<file path="src/rtl/mem_port_arbiter_pkg.sv">
// Shared types for the fetch/memory-access port arbiter: FSM states,
// port owner encoding and default bus widths.
package mem_port_arbiter_pkg;
  localparam int ADDR_W_DEF = 16;
  localparam int DATA_W_DEF = 16;

  typedef enum logic [1:0] {
    IDLE   = 2'd0,
    ACCESS = 2'd1,
    RESP   = 2'd2
  } state_t;

  typedef enum logic {
    OWN_IF = 1'b0,
    OWN_MA = 1'b1
  } owner_t;
endpackage

</file>
<file path="src/rtl/mem_port_arbiter_arb_pick.sv">
// Priority decision between the fetch and memory-access requesters.
// On a tie the requester that was not granted last wins.
module arb_pick
  import mem_port_arbiter_pkg::*;
(
  input  logic   if_req,
  input  logic   ma_req,
  input  owner_t last_owner,
  output owner_t winner
);

  always_comb begin
    winner = OWN_IF;
    if (if_req && ma_req) begin
      winner = (last_owner == OWN_IF) ? OWN_MA : OWN_IF;
    end else if (ma_req) begin
      winner = OWN_MA;
    end
  end

endmodule

</file>
<file path="src/rtl/mem_port_arbiter.sv">
// Single-port memory arbiter shared by the fetch (IF) and memory-access (MA)
// stages. Optional ARB_ROUND_ROBIN_EN alternates ties; default is MA priority.
module mem_port_arbiter
  import mem_port_arbiter_pkg::*;
#(
  parameter int ADDR_W = ADDR_W_DEF,
  parameter int DATA_W = DATA_W_DEF
) (
  input  logic              clk,
  input  logic              rst,
  input  logic              if_req,
  input  logic [ADDR_W-1:0] if_addr,
  output logic              if_gnt,
  output logic              if_rvalid,
  output logic [DATA_W-1:0] if_rdata,
  input  logic              ma_req,
  input  logic              ma_we,
  input  logic [ADDR_W-1:0] ma_addr,
  input  logic [DATA_W-1:0] ma_wdata,
  output logic              ma_gnt,
  output logic              ma_rvalid,
  output logic [DATA_W-1:0] ma_rdata,
  output logic [ADDR_W-1:0] mem_addr,
  output logic [DATA_W-1:0] mem_wdata,
  output logic              mem_we,
  input  logic [DATA_W-1:0] mem_rdata,
  output logic              stall_if
);

  state_t            r_state;
  state_t            w_state_nxt;
  owner_t            r_owner;
  owner_t            w_winner;
  owner_t            w_last_owner;
  logic [ADDR_W-1:0] r_mem_addr;
  logic [DATA_W-1:0] r_mem_wdata;
  logic              r_mem_we;
  logic              w_any_req;
  logic              w_grant;
  logic              w_resp;

  assign w_any_req = if_req | ma_req;

  // r_owner is loaded on every grant, so it doubles as the last-granted
  // record for round-robin ties; fixed priority feeds a constant instead.
`ifdef ARB_ROUND_ROBIN_EN
  assign w_last_owner = r_owner;
`else
  assign w_last_owner = OWN_IF;
`endif

  arb_pick u_arb_pick (
    .if_req     (if_req),
    .ma_req     (ma_req),
    .last_owner (w_last_owner),
    .winner     (w_winner)
  );

  always_comb begin
    w_state_nxt = r_state;
    w_grant     = 1'b0;
    case (r_state)
      ACCESS: w_state_nxt = RESP;
      default: begin
        w_grant     = w_any_req & ~rst;
        w_state_nxt = w_any_req ? ACCESS : IDLE;
      end
    endcase
  end

  always_ff @(posedge clk) begin
    if (rst) begin
      r_state     <= IDLE;
      r_owner     <= OWN_IF;
      r_mem_addr  <= '0;
      r_mem_wdata <= '0;
      r_mem_we    <= 1'b0;
    end else begin
      r_state  <= w_state_nxt;
      r_mem_we <= 1'b0;
      if (w_grant) begin
        r_owner <= w_winner;
        if (w_winner == OWN_MA) begin
          r_mem_addr  <= ma_addr;
          r_mem_wdata <= ma_wdata;
          r_mem_we    <= ma_we;
        end else begin
          r_mem_addr <= if_addr;
        end
      end
    end
  end

  assign w_resp    = (r_state == RESP) & ~rst;
  assign if_gnt    = w_grant & (w_winner == OWN_IF);
  assign ma_gnt    = w_grant & (w_winner == OWN_MA);
  assign if_rvalid = w_resp & (r_owner == OWN_IF);
  assign ma_rvalid = w_resp & (r_owner == OWN_MA);
  assign if_rdata  = mem_rdata;
  assign ma_rdata  = mem_rdata;
  assign mem_addr  = r_mem_addr;
  assign mem_wdata = r_mem_wdata;
  assign mem_we    = r_mem_we;
  assign stall_if  = if_req & ~if_gnt;

endmodule

</file>
<file path="config.mk">
export PLATFORM = sky130hd
export DESIGN_NAME = mem_port_arbiter
export DESIGN_NICKNAME = d
export VERILOG_FILES = /design/src/rtl/mem_port_arbiter_pkg.sv /design/src/rtl/mem_port_arbiter_arb_pick.sv /design/src/rtl/mem_port_arbiter.sv
export SDC_FILE = /design/constraint.sdc
export NUM_CORES = 1
export LEC_CHECK = 0
export CELL_PAD_IN_SITES_DETAIL_PLACEMENT = 0
export CELL_PAD_IN_SITES_GLOBAL_PLACEMENT = 1
export CORE_MARGIN = 2
export CORE_UTILIZATION = 25
export DETAILED_ROUTE_END_ITERATION = 8
export HOLD_SLACK_MARGIN = 0.03
export PLACE_DENSITY_LB_ADDON = 0.1
export SLEW_MARGIN = 20
export SYNTH_ARGS = -nofsm -noshare
export SYNTH_HDL_FRONTEND = slang
export SYNTH_SLANG_ARGS = --single-unit
export TNS_END_PERCENT = 100
</file>
<file path="constraint.sdc">
create_clock -name clk -period 3 [get_ports clk]
set_clock_uncertainty 0.1 [all_clocks]
set_input_delay 0.6 -clock clk [delete_from_list [all_inputs] [get_ports clk]]
set_output_delay 0.6 -clock clk [all_outputs]
set_load 0.05 [all_outputs]
</file>
-- Word level (Yosys, flattened, before mapping)
Index checks and enable logic that the tools add are counted.
- equality and inequality tests: 2
- bitwise logic cells: 13
- reductions and logical operators: 4
- mux-type cells: 6
- operators by type and width (kind ; number):
    $mux W16 ; 1
    $and A1 B1 Y1 ; 7
    $not A1 Y1 ; 5
    $mux W1 ; 4
    $reduce_or A3 Y1 ; 1
    $eq A2 B1 Y1 const B ; 1
    $eq A2 B2 Y1 const B ; 1
    $mux W2 ; 1
    $reduce_and A2 Y1 ; 1
    $reduce_or A2 Y1 ; 1
    $logic_and A1 B1 Y1 ; 1
    $or A1 B1 Y1 ; 1
- bits in registers: 36
- output and inout port bits: 70
- bits of input ports: 69

-- Depth between registers and ports, before layout
Gate-level depths: netlist of the first run.
- word-level depth: 6
- gate-level depth with buffers: 5

-- Cells and area by module
Synthesis of the first run repeated with hierarchy kept, for this count alone.
- cells, all modules: 175
- area, all modules: 1885.6 um^2
- by module, submodules not included (module ; cells each ; area each (um^2) ; seq. area each (um^2) ; instances):
    mem_port_arbiter ; 174 ; 1874.3 ; 720.7 ; 1
    arb_pick ; 1 ; 11.3 ; 0.0 ; 1

-- Worst setup path after synthesis of the first run
Ideal clock, no wire load.
- kind: input to output
- start: in rst
- end: out if_rvalid
- path slack: -0.320 ns
- stages on the path: 3
- path buffers: 2
- arrival time: 2.620 ns
- required time: 2.300 ns
- cell sequence: buf_2 clkbuf_1 nor4b_1
- cells in the longest elaborated chain, start to end: 3
- RTL lines (item ; RTL line ; RTL):
    from (decl) ; mem_port_arbiter.sv:10 ; input logic rst,
    $not A1 Y1 ; mem_port_arbiter.sv:94 ; assign w_resp = (r_state == RESP) & ~rst;
    $and A1 B1 Y1 ; mem_port_arbiter.sv:94 ;
    $and A1 B1 Y1 ; mem_port_arbiter.sv:97 ; assign if_rvalid = w_resp & (r_owner == OWN_IF);
    to (decl) ; mem_port_arbiter.sv:14 ; output logic if_rvalid,
No other way between the ends.

-- Worst setup path in the final report of the first run
- start: in ma_req
- end: out stall_if
- cells in the longest elaborated chain, start to end: 6
- elaborated cells on any way between the ends: 10
- those cells by class: mux (3); bitwise (6); reduce/logical (1)
- RTL lines (item ; RTL line ; RTL):
    from (decl) ; mem_port_arbiter.sv:16 ; input logic ma_req,
    $or A1 B1 Y1 (tied with other cells) ; mem_port_arbiter.sv:42 ; assign w_any_req = if_req | ma_req;
    $and A1 B1 Y1 / $mux W1 (equally long branches) ; mem_port_arbiter.sv:65, mem_port_arbiter_arb_pick.sv:14 ;
    $mux W1 / $not A1 Y1 (equally long branches) ; n/a ;
    $and A1 B1 Y1 (*) ; mem_port_arbiter.sv:95 ; assign if_gnt = w_grant & (w_winner == OWN_IF);
    $not A1 Y1 (*) ; mem_port_arbiter.sv:104 ; assign stall_if = if_req & ~if_gnt;
    $and A1 B1 Y1 (*) ; mem_port_arbiter.sv:104 ;
    to (decl) ; mem_port_arbiter.sv:27 ; output logic stall_if
Mark *: on every way between the ends. The rest lies on a longest branch, timed or not.

==> results of run 1 <==
[Yosys cell counts]
| master | number |
|---|---|
| nor2_1 | 3 |
| o21a_1 | 1 |
| dfxtp_1 | 36 |
| nor2b_1 | 17 |
| nor4bb_1 | 1 |
| buf_6 | 2 |
| mux2_2 | 16 |
| o211ai_1 | 16 |
| a31o_1 | 1 |
| and2_1 | 1 |
| nand3_2 | 1 |
| buf_2 | 3 |
| o21ai_1 | 11 |
| clkinv_1 | 1 |
| or3_4 | 1 |
| o21ai_0 | 5 |
| inv_1 | 2 |
| nor4b_1 | 1 |
| mux2i_1 | 16 |
| buf_4 | 34 |
| nand2b_1 | 1 |
| clkbuf_1 | 4 |
[worst min-delay path, cell delays in order (launching register included)]
cell and delay (ns):
dfxtp_1 0.31, o211ai_1 0.08, o21ai_1 0.06
[per-layer routing]
layer  vias up  global-route usage
met5         -                   0
met4         0              0.0647
met3        35              0.0509
met2        64               0.190
met1       628               0.145
li1        693                   -
[registers in the layout, summed over array words and instances (netlist names)]
signal     cells
mem_addr      16
mem_wdata     16
mem_we         1
r_owner        1
r_state        2
[path summary, 6_finish.rpt]
kind         slack (ns)  depth (start not counted)      endpoint
min                0.40                          2  mem_addr[14]
min reg2reg        0.40                          2  mem_addr[14]
max                0.45                          5      stall_if
max reg2reg        1.44                          4       r_owner
[report_power, final]
part / internal [mW] / switching (mW)
combinational: 0.178 / 0.223
clock: 0.293 / 0.172
sequential: 0.519 / 0.0211
total: 0.990 / 0.416
[cell families (layout without fill, tap and decap cells)]
family / Yosys count / in the layout / synth area share
buf+inv: 46 / 108 / 0.181
flops: 36 / 36 / 0.408
compound gates: 34 / 34 / 0.123
mux: 32 / 32 / 0.193
simple gates: 26 / 26 / 0.0963
[through the flow]
stage               cells  utilization  total power [mW]
finish                332        0.395              1.41
global placement      324        0.376             0.957
global route          332        0.395              1.47
detailed placement    324        0.376             0.957
floorplan             174            -             0.896
CTS                   332        0.395              1.43
[layout make-up]
cell class / count / area [µm²]
Clock buffer: 7 / 96.3
Clock inverter: 1 / 30.0
Fill cell: 708 / 4140
Inverter: 3 / 11.3
Multi-Input combinational cell: 92 / 739
Sequential cell: 36 / 721
Tap cell: 96 / 120
Timing Repair Buffer: 97 / 978
==> summary.txt, run 1 <==
Status - complete, no violations
Post-Route WL - 4670 µm
Max_cap viols - 0
Post-cts resize count - 0
Most common cell after layout, fill and taps aside - clkdlybuf4s50_1
Hold Buf Count CTS - 0
Ratio of cells with drive above 1 in the final layout - 0.169
Max-slew headroom - 0.640
Synth Cell Area - 1770 µm²
Via count - 1420
Pins Over Slew Limit - 0
Met2 wire len - 2000 µm
Setup TNS - 0 ns
Die X - 88.1 µm
Htree depth - 2
Highest-count cells in the layout ignoring fill and taps - 85 x clkdlybuf4s50_1, 36 x dfxtp_1, 17 x nor2b_1
Clock slew at reported path FFs - 0.07 ns
Clock Sinks - 36
WHS - 0.395 ns
Area of the die - 7760 µm²
VDD IR max - 193 µV
Synth area leader - dfxtp_1
Die H - 88.1 µm
Synth area leaders - dfxtp_1 41%, buf_4 14%, mux2_2 10%
Final worst-path cycle share - 0.851
CP max stage cell - clkdlybuf4s50_1
Inserted Clock Buffers - 5
Mapped Cells - 174
Peak Freq - 392 MHz
Clock Path Buffers - 2
Hold WC Path Type - reg -> reg
Fin. Hold Viols - 0
DRC Markers - 0
Critical R2R Launch - r_state[0]
Crit path kind - in -> out
Routed wl met3 - 483 µm
Std cell rows - 30
Crit end category - output pin
Synth Area per Inst - 10.2 µm²
Worst slew pin tran - 0.539 ns
Min-Delay Startpoint - mem_addr[14]
Post-detailed-route count of antenna-violating nets - 0
Post-CTS setup buffers - 0
CTS tree - done
Core ar. - 6830 µm²
Register bit count reported by yosys - 36
First-pass iteration count of the detailed router - 4
Antenna violations before repair - 0
Final worst setup slack - 0.446 ns
Crit path arrival time - 1.85 ns
Port Buffer Count - 90
Post-layout minimum cycle time - 2.55 ns
Crit-path max FO - 3
RSZ-0062 raised after global routing - false
Worst path buffer plus inverter count - 2
Hpwl dp - 3420 µm
Synth-to-Final Area Change - 52.6%
Crit. Startpoint - ma_req
Highest Signal Layer - met4
CP Data Required Time - 2.30 ns
Grt total ovfl - 0
Post-DR wirelength/cell - 14.1 µm
Vias/cell - 4.28
Number of setup violations in the final report - 0
Syn_nets - 243
Fin nets - 304
Synth top area share - 0.408
Cell leakage power - 1.05 nW
CP cell instances - clkdlybuf4s50_1, nor2_1, or3_4, o21a_1, buf_12
Total GRT Usage - 0.123
Pin count of the biggest net entering global routing - 21
Startpoint Class - primary input
Max incr delay on CP - 0.49 ns
Global-route wire length before repair - 7230 µm
RePlAce Congestion - 0.668
Placed instance area - 2570 µm²
CP delay by family, top - buffers and inverters
Clk root buf - clkbuf_8
Vias in the first global route - 1459
IO Count - 139
Ys Warns - 0
Final instance area - 2700 µm²
Dpl ws - 0.429 ns
Sequential-to-total area share from yosys stat - 0.408
Clock latency on the worst-skew pair - 0.28 ns
Pwr Density - 522 nW/µm²
1st-iter DRT viols - 44
Netlist cell types - 22
Starting density of the core - 0.259
Wl on met1 - 2050 µm
Antenna Cells - 0
Power figures use the tool's default switching activity.
==> run 2, diff against run 1 <==
Settings changed: CORE_ASPECT_RATIO from default to 0.8, CTS_CLUSTER_DIAMETER from default to 50.
==> run 2 against run 1 <==
Maximum frequency fell by 5.1%. Critical path type unchanged. Sequential power barely moved. Critical path depth did not move. Non-clock buffer count fell by 1. Total power fell by 3.3%.
==> summary.txt, run 2 (synthesis results as in run 1) <==
Final worst setup slack - 0.309 ns
Starting density of the core - 0.258
Inserted Clock Buffers - 5
Highest-count cells in the layout ignoring fill and taps - 85 x clkdlybuf4s50_1, 36 x dfxtp_1, 17 x nor2b_1
Die H - 79.2 µm
WHS - 0.402 ns
Hold WC Path Type - reg -> reg
Post-layout minimum cycle time - 2.69 ns
Int Power - 0.941 mW
Pin count of the biggest net entering global routing - 21
Area of the die - 7760 µm²
IO Count - 139
Vias in the first global route - 1469
Post-DR wirelength/cell - 14.1 µm
Clock Sinks - 36
Clock Path Buffers - 2
Post-cts resize count - 0
RePlAce Congestion - 0.704
Reg-to-reg endpoint - r_owner
Placed instance area - 2550 µm²
R2R cell count - 4
1st-iter DRT viols - 38
Port Buffer Count - 90
VDD IR max - 190 µV
Psw - 0.419 mW
Pwr Density - 511 nW/µm²
Worst slew pin tran - 0.532 ns
Clk pwr share - 0.310
Sequential share of power - 0.397
First-pass iteration count of the detailed router - 4
Final instance area - 2660 µm²
Min-Delay Startpoint - mem_addr[14]
Cell leakage power - 1.03 nW
Synth-to-Final Area Change - 50.7%
Crit path kind - in -> out
Via count - 1403
Fin. Hold Viols - 0
Final-layout fill cell count - 679
Vias/cell - 4.36
Status - complete, no violations
Hold Path Sink - mem_addr[14]
Crit-path max FO - 20
Placed cells - 314
Ratio of cells with drive above 1 in the final layout - 0.166
CP Data Required Time - 2.30 ns
Post-Route WL - 4530 µm
Hold Crit Depth - 2
Fin nets - 303
Grt total ovfl - 0
RSZ-0062 raised after global routing - false
CTS tree - done
Critical R2R Launch - r_state[0]
Reg2reg setup slack - 1.36 ns
Clock slew at reported path FFs - 0.07 ns
Core ar. - 6860 µm²
Sw frac - 0.308
Final Util - 0.388
Power, Total - 1.36 mW
Final Non-Filler Cells - 322
Peak Freq - 372 MHz
Pins Over Slew Limit - 0
Clock latency on the worst-skew pair - 0.28 ns
Die X - 98.0 µm
Max-slew headroom - 0.644
Std cell rows - 27
DRC Markers - 0
Antenna Cells - 0
Clk root buf - clkbuf_8
Final worst-path cycle share - 0.897
Number of setup violations in the final report - 0
Post-detailed-route count of antenna-violating nets - 0
Post-CTS setup buffers - 0
Hpwl dp - 3390 µm
Dpl ws - 0.295 ns
Htree depth - 2
Total GRT Usage - 0.117
Hold Buf Count CTS - 0
Comb power frac - 0.293
Most common cell after layout, fill and taps aside - clkdlybuf4s50_1
Global-route wire length before repair - 7200 µm
Max_cap viols - 0
Crit path arrival time - 1.99 ns
Antenna violations before repair - 0
Setup TNS - 0 ns
Startpoint Class - primary input
Crit end category - output pin
run 2: cell types whose count changed in the layout (fill, tap and decap cells not counted):
cell / change
buf_4: -1
clkbuf_8: -2
clkinv_2: +1
clkinvlp_4: +1
run 2: layer usage:
metal,global-route usage,wire (µm),part of all wire,up-vias
li1,-,-,-,691
met1,0.136,1890,0.42,627
met2,0.185,2040,0.45,60
met3,0.0484,474,0.10,25
met4,0.0639,132,0.029,0
met5,0,0,0,-
run 2: worst max-delay path: stages:
cell and delay (ns):
clkdlybuf4s50_1 0.49, nor2_1 0.06, or3_4 0.44, o21a_1 0.24, buf_12 0.15
run 2: cell type report:
class	instances	area (µm²)	share of cell area
Sequential cell	36	721	0.271
Tap cell	87	109	0.0409
Multi-Input combinational cell	92	739	0.278
Inverter	3	11.3	0.00423
Clock inverter	3	42.5	0.0160
Clock buffer	5	68.8	0.0258
Timing Repair Buffer	96	971	0.365
run 2: power by group through the flow:
stage	Clock (mW)	Sequential, mW	Combinational (mW)
after global placement	0	0.551	0.399
final	0.421	0.541	0.398
after floorplan	0	0.677	0.219
after global routing	0.461	0.546	0.421
after CTS	0.438	0.541	0.404
after detailed placement	0	0.552	0.403
run 2: how the worst max path moves through the flow:
stage / start / end / slack [ns] / depth (start not counted)
after floorplan: rst / ma_rvalid / 0.29 / 3
after global placement: if_req / stall_if / 0.30 / 5
after detailed placement: if_req / stall_if / 0.29 / 5
after CTS: if_req / stall_if / 0.29 / 5
after global routing: if_req / stall_if / 0.24 / 5
final: if_req / stall_if / 0.31 / 5
==> variant 1: new RTL, flow settings as in run 1 <==
Build with the macro `ARB_ROUND_ROBIN_EN` defined.
--- a/src/rtl/mem_port_arbiter.sv
+++ b/src/rtl/mem_port_arbiter.sv
@@ -1,5 +1,7 @@
 // Single-port memory arbiter shared by the fetch (IF) and memory-access (MA)
 // stages. Optional ARB_ROUND_ROBIN_EN alternates ties; default is MA priority.
+`define ARB_ROUND_ROBIN_EN
+
 module mem_port_arbiter
   import mem_port_arbiter_pkg::*;
 #(
Function: changed (a bounded check fails within 4 cycles, from zero or initial values and one cycle with rst high).
==> variant 1 against run 1 <==
- via count rose by 4.0%
- sequential share of layout area decreased by 0.14 points
- design area rose by 0.51%
- area after synthesis hardly changed
- hold slack worse by 0.0037 ns
- register-to-register slack got worse by 0.54 ns
- routed wire length is 10% higher
- global-route usage is 1.0 points higher
- clock power down 22%
- worst setup slack got worse by 0.14 ns
- power fell by 4.7%
- sequential cell count is the same
- combinational power up 8.7%
- critical endpoint is now ma_rvalid
==> variant 1: results (changes against run 1) <==
Outcome
  – Status: finished, final reports clean (unchanged)

STA
  – Max_slew headroom: 64.9% (was 64.0%)
  – Final hold slack: 0.392 ns (was 0.395 ns)

Min path
  – Hold_sp: mem_addr[13] (was mem_addr[14])
  – Hold path cells: 1 (was 2)
  – HP Class: reg -> reg (unchanged)
  – Hold EP: mem_addr[13] (was mem_addr[14])

Cells and area
  – Final std cells w/o fill: 336 (was 332)
  – Final net count: 308 (was 304)
  – Share of layout cells above drive strength 1: 19.2% (was 16.9%)
  – Antenna cells: 0 (unchanged)
  – Fillers: 699 (was 708)

Clock network
  – Postcts setup bufs: 0 (unchanged)
  – Worst-Skew Late Latency: 0.28 ns (about the same)
  – Root Driver: clkbuf_8 (unchanged)
  – Htree depth: 2 (unchanged)
  – Post-cts resize count: 0 (unchanged)
  – CTS buffer count: 5 (unchanged)
  – Clock slew at reported path FFs: 0.07 ns (about the same)
  – Hold buffers post-CTS: 0 (unchanged)
  – Longest Clk Path Bufs: 2 (unchanged)

Routing
  – DR WL/cell: 15.3 microns (was 14.1 microns)
  – DR iter-0 viols: 45 (was 44)
  – Via count: 1477 (was 1420)
  – 1st-pass router iterations: 4 (unchanged)

Power
  – Clock group: 0.361 mW (was 0.465 mW)
  – Peak VDD IR: 0.213 mV (was 0.193 mV)
  – P_leak: 1.03 nW (was 1.05 nW)
  – P_seq: 0.544 mW (was 0.540 mW)
  – Switching Fraction: 33.0% (was 29.6%)
  – Internal: 0.898 mW (was 0.990 mW)

Global routing
  – Largest net degree at the start of global routing: 25 (was 21)
  – First-pass GRT wire length: 7870 microns (was 7230 microns)
  – Initial antenna violation count: 0 (unchanged)
  – Total track usage: 13.3% (was 12.3%)

Logic synthesis
  – Synthesis Warnings: 0 (unchanged)
  – Synth cell count leaders: dfxtp_1 (36), buf_4 (33), nor2b_1 (19) (was dfxtp_1 (36), buf_4 (34), nor2b_1 (17))
  – Seq/Total Area, Yosys: 40.8% (about the same)
  – Synth cell types: 22 (unchanged)
  – Most frequent cell after synthesis: dfxtp_1 (unchanged)
  – Ys async rst share: 0% (unchanged)
  – Syn Inst Count: 177 (was 174)
  – Synthesized Nets: 246 (was 243)
  – Largest cells by area after synthesis: dfxtp_1 (41%), buf_4 (14%), mux2_2 (10%) (unchanged)

Setup path
  – Crit path from: rst (was ma_req)
  – R2R depth: 5 (was 4)
  – FF-to-FF End: mem_wdata[0] (was r_owner)
  – WP data arrival: 2.00 ns (was 1.85 ns)
  – Reg-to-reg startpoint: r_state[0] (unchanged)
  – Crit path max fanout: 5 (was 3)
  – Crit path to: ma_rvalid (was stall_if)
  – R2r setup slk: 0.90 ns (was 1.44 ns)

Place
  – Port buffer count: 90 (unchanged)
  – Post-Place Cells: 328 (was 324)
  – Final Wtd Congestion: 0.704 (was 0.668)
  – Hpwl dp: 3690 microns (was 3420 microns)
[variant 1: changes by cell type in the layout (fill, tap and decap cells not counted), moves of 2 or more]
cell      before  now
nor2_1         3    1
o211ai_1      16    0
nor4_1         0   16
a221o_1        0   16
o21ai_0        5    0
buf_12         3    5
o21ai_1       11    0
nor2b_1       17   19
mux2i_1       16    0
nand2_1        0   16
clkinv_2       0    2
buf_4          9   11
[variant 1: layer usage]
layer  track usage (%)  wire [microns]  share of wire (%)  vias up
met5                 0               0                  0        -
met4              4.55              44               0.85        0
met3              4.05             381                7.4        5
met2              21.2            2410                 47       68
met1              17.2            2310                 45      678
li1                  -               -                  -      726
[variant 1: logic make-up after synthesis]
family          Yosys count  share of synthesized area [%]
mux                      16                           10.2
simple gates             59                           19.1
flops                    36                           40.8
buf+inv                  47                           18.4
compound gates           19                           11.6
[variant 1: cell type report]
cell class / instances / share of cell area (%)
clock buffers: 6 / 3.05
clock inverters: 2 / 0.369
inverters: 1 / 0.139
multi-input cells: 94 / 27.3
flip-flops and latches: 36 / 26.6
well taps: 96 / 4.43
repair buffers: 101 / 38.1
[variant 1: through the flow]
step                cell area, sq um  setup slack [ns]  utilization, %  setup TNS, ns
floorplan                       1780           -0.0607               -        -0.0607
global placement                2620             0.277            38.3              0
detailed placement              2620             0.318            38.3              0
CTS                             2710             0.286            39.7              0
global route                    2710             0.238            39.7              0
finish                          2710             0.304            39.7              0
[variant 1: critical path, cell delays in order]
cell and delay [ns]:
clkdlybuf4s50_1 0.55, buf_4 0.23, nor4bb_2 0.42, buf_12 0.19
==> variant 2: new RTL, config.mk and constraints of run 1 <==
Without the edit above. Make the reset (`rst`) asynchronous in one clocked block.
--- a/src/rtl/mem_port_arbiter.sv
+++ b/src/rtl/mem_port_arbiter.sv
@@ -68,7 +68,7 @@
     endcase
   end
 
-  always_ff @(posedge clk) begin
+  always_ff @(posedge clk or posedge rst) begin
     if (rst) begin
       r_state     <= IDLE;
       r_owner     <= OWN_IF;
Check against the original RTL: differs if rst is asserted again (counterexample within 4 cycles, from zero or initial values and one cycle with rst high); with rst held inactive, the same outputs for 10 cycles.
==> variant 2 against run 1 <==
- worst setup slack worse by 0.18 ns
- routed wire length shrank 12%
- hold slack improved by 0.010 ns
- fmax fell by 6.6%
- die area rose by 5.9%
- sequential cell count unchanged
- critical endpoint unchanged
- design area up 4.6%
- area after synthesis rose by 6.2%
Power is not compared: it rests on default switching activity, and its combinational part moved more than twofold at a synthesized area within 25%.
==> variant 2: results (changes against run 1) <==
Logic synthesis
  – Largest cells by area after synthesis: dfrtp_1 (48%), mux2_2 (25%), buf_4 (14%) (was dfxtp_1 (41%), buf_4 (14%), mux2_2 (10%))
  – Synth cell types: 17 (was 22)
  – Synth cell count leaders: mux2_2 (41), dfrtp_1 (36), buf_4 (34), mux2_4 (7), nor2_1 (3) (was dfxtp_1 (36), buf_4 (34), nor2b_1 (17))
  – Synthesis Warnings: 0 (unchanged)
  – Ys flop type: dfrtp_1 (was dfxtp_1)
  – Synthesized Nets: 203 (was 243)
  – Seq/Total Area, Yosys: 48.0% (was 40.8%)
  – Syn_area_per_cell: 14.0 sq um (was 10.2 sq um)
  – Ys async rst share: 100% (was 0%)

Routing
  – DR WL/cell: 13.8 microns (was 14.1 microns)
  – DR iter-0 viols: 19 (was 44)
  – Via density: 4.00 (was 4.28)
  – 1st-pass router iterations: 2 (was 4)

Outcome
  – Status: finished, final reports clean (unchanged)

Clock network
  – Clock slew at reported path FFs: 0.07 ns (about the same)
  – Post-cts resize count: 0 (unchanged)
  – Root Driver: clkbuf_8 (unchanged)
  – Longest Clk Path Bufs: 2 (unchanged)
  – CTS buffer count: 5 (unchanged)
  – Worst-Skew Late Latency: 0.28 ns (about the same)
  – Htree depth: 2 (unchanged)
  – Postcts setup bufs: 0 (unchanged)

Setup path
  – Worst path max stage delay: 0.50 ns
  – WP data arrival: 2.03 ns (was 1.85 ns)
  – Crit-path slowest cell: or3_2 (was clkdlybuf4s50_1)
  – R2R depth: 4 (unchanged)
  – Crit path max fanout: 3 (unchanged)

Min path
  – Hold path cells: 1 (was 2)
  – HP Class: reg -> reg (unchanged)

Cells and area
  – Final net count: 270 (was 304)
  – Share of layout cells above drive strength 1: 36.8% (was 16.9%)
  – Antenna cells: 0 (unchanged)
  – Final std cells w/o fill: 300 (was 332)

Place
  – Pre-CTS setup slack: 0.255 ns (was 0.429 ns)
  – Port buffer count: 90 (unchanged)
  – Hpwl dp: 3120 microns (was 3420 microns)
  – Dpl cell area: 0.00272 sq mm (was 0.00257 sq mm)
  – Final Wtd Congestion: 0.698 (was 0.668)
  – Post-Place Cells: 293 (was 324)

Power
  – P_leak: 1.14 nW
  – Peak VDD IR: 0.451 mV

Global routing
  – Total track usage: 10.3% (was 12.3%)
  – First-pass GRT wire length: 6780 microns (was 7230 microns)
  – Initial antenna violation count: 0 (unchanged)
  – Vias in the first global route: 1430 (was 1459)
  – Largest net degree at the start of global routing: 24 (was 21)

STA
  – Max_slew headroom: 60.8% (was 64.0%)
==> variant 2: area by class of cell <==
class,count,area [sq um]
Multi-Input combinational cell,60,679
Clock buffer,7,96.3
Tap cell,99,124
Sequential cell,36,901
Timing Repair Buffer,97,1020
Inverter,1,3.75
Fill cell,714,4430
==> variant 2: power breakdown <==
group,switching [mW],internal (mW)
clock,0.166,0.205
combinational,1.08,0.719
sequential,0.134,0.723
total,1.38,1.65
==> variant 2: kinds of logic after synthesis <==
logic type             Yosys count  share of synthesized area [%]
buffers and inverters           38                           16.1
AO/OA/AOI/OAI                    2                          0.867
AND/OR/NAND/NOR                 10                           4.80
multiplexers                    48                           30.2
flip-flops                      36                           48.0
==> variant 2: layer usage <==
layer	global-route usage, %	vias up	wire length (microns)
li1	-	557	-
met1	10.9	560	1690
met2	16.8	76	1830
met3	6.59	7	566
met4	3.33	0	38
met5	0	-	0
==> variant 2: critical path: cells and delay by family <==
family	cells	cell delay (ns)
and+or+nand+nor	2	0.57
buffers and inverters	2	0.67
AOI/OAI and AO/OA	1	0.20
==> variant 2: worst paths after layout <==
kind,from,to,slack [ns]
min in group asynchronous,rst,mem_wdata[13],0.79
hold reg to reg,mem_addr[1],mem_addr[1],0.41
hold / removal,mem_addr[1],mem_addr[1],0.41
max in group asynchronous,rst,mem_addr[6],1.48
setup / recovery,ma_req,stall_if,0.27
setup reg to reg,r_state[0],mem_wdata[15],1.26
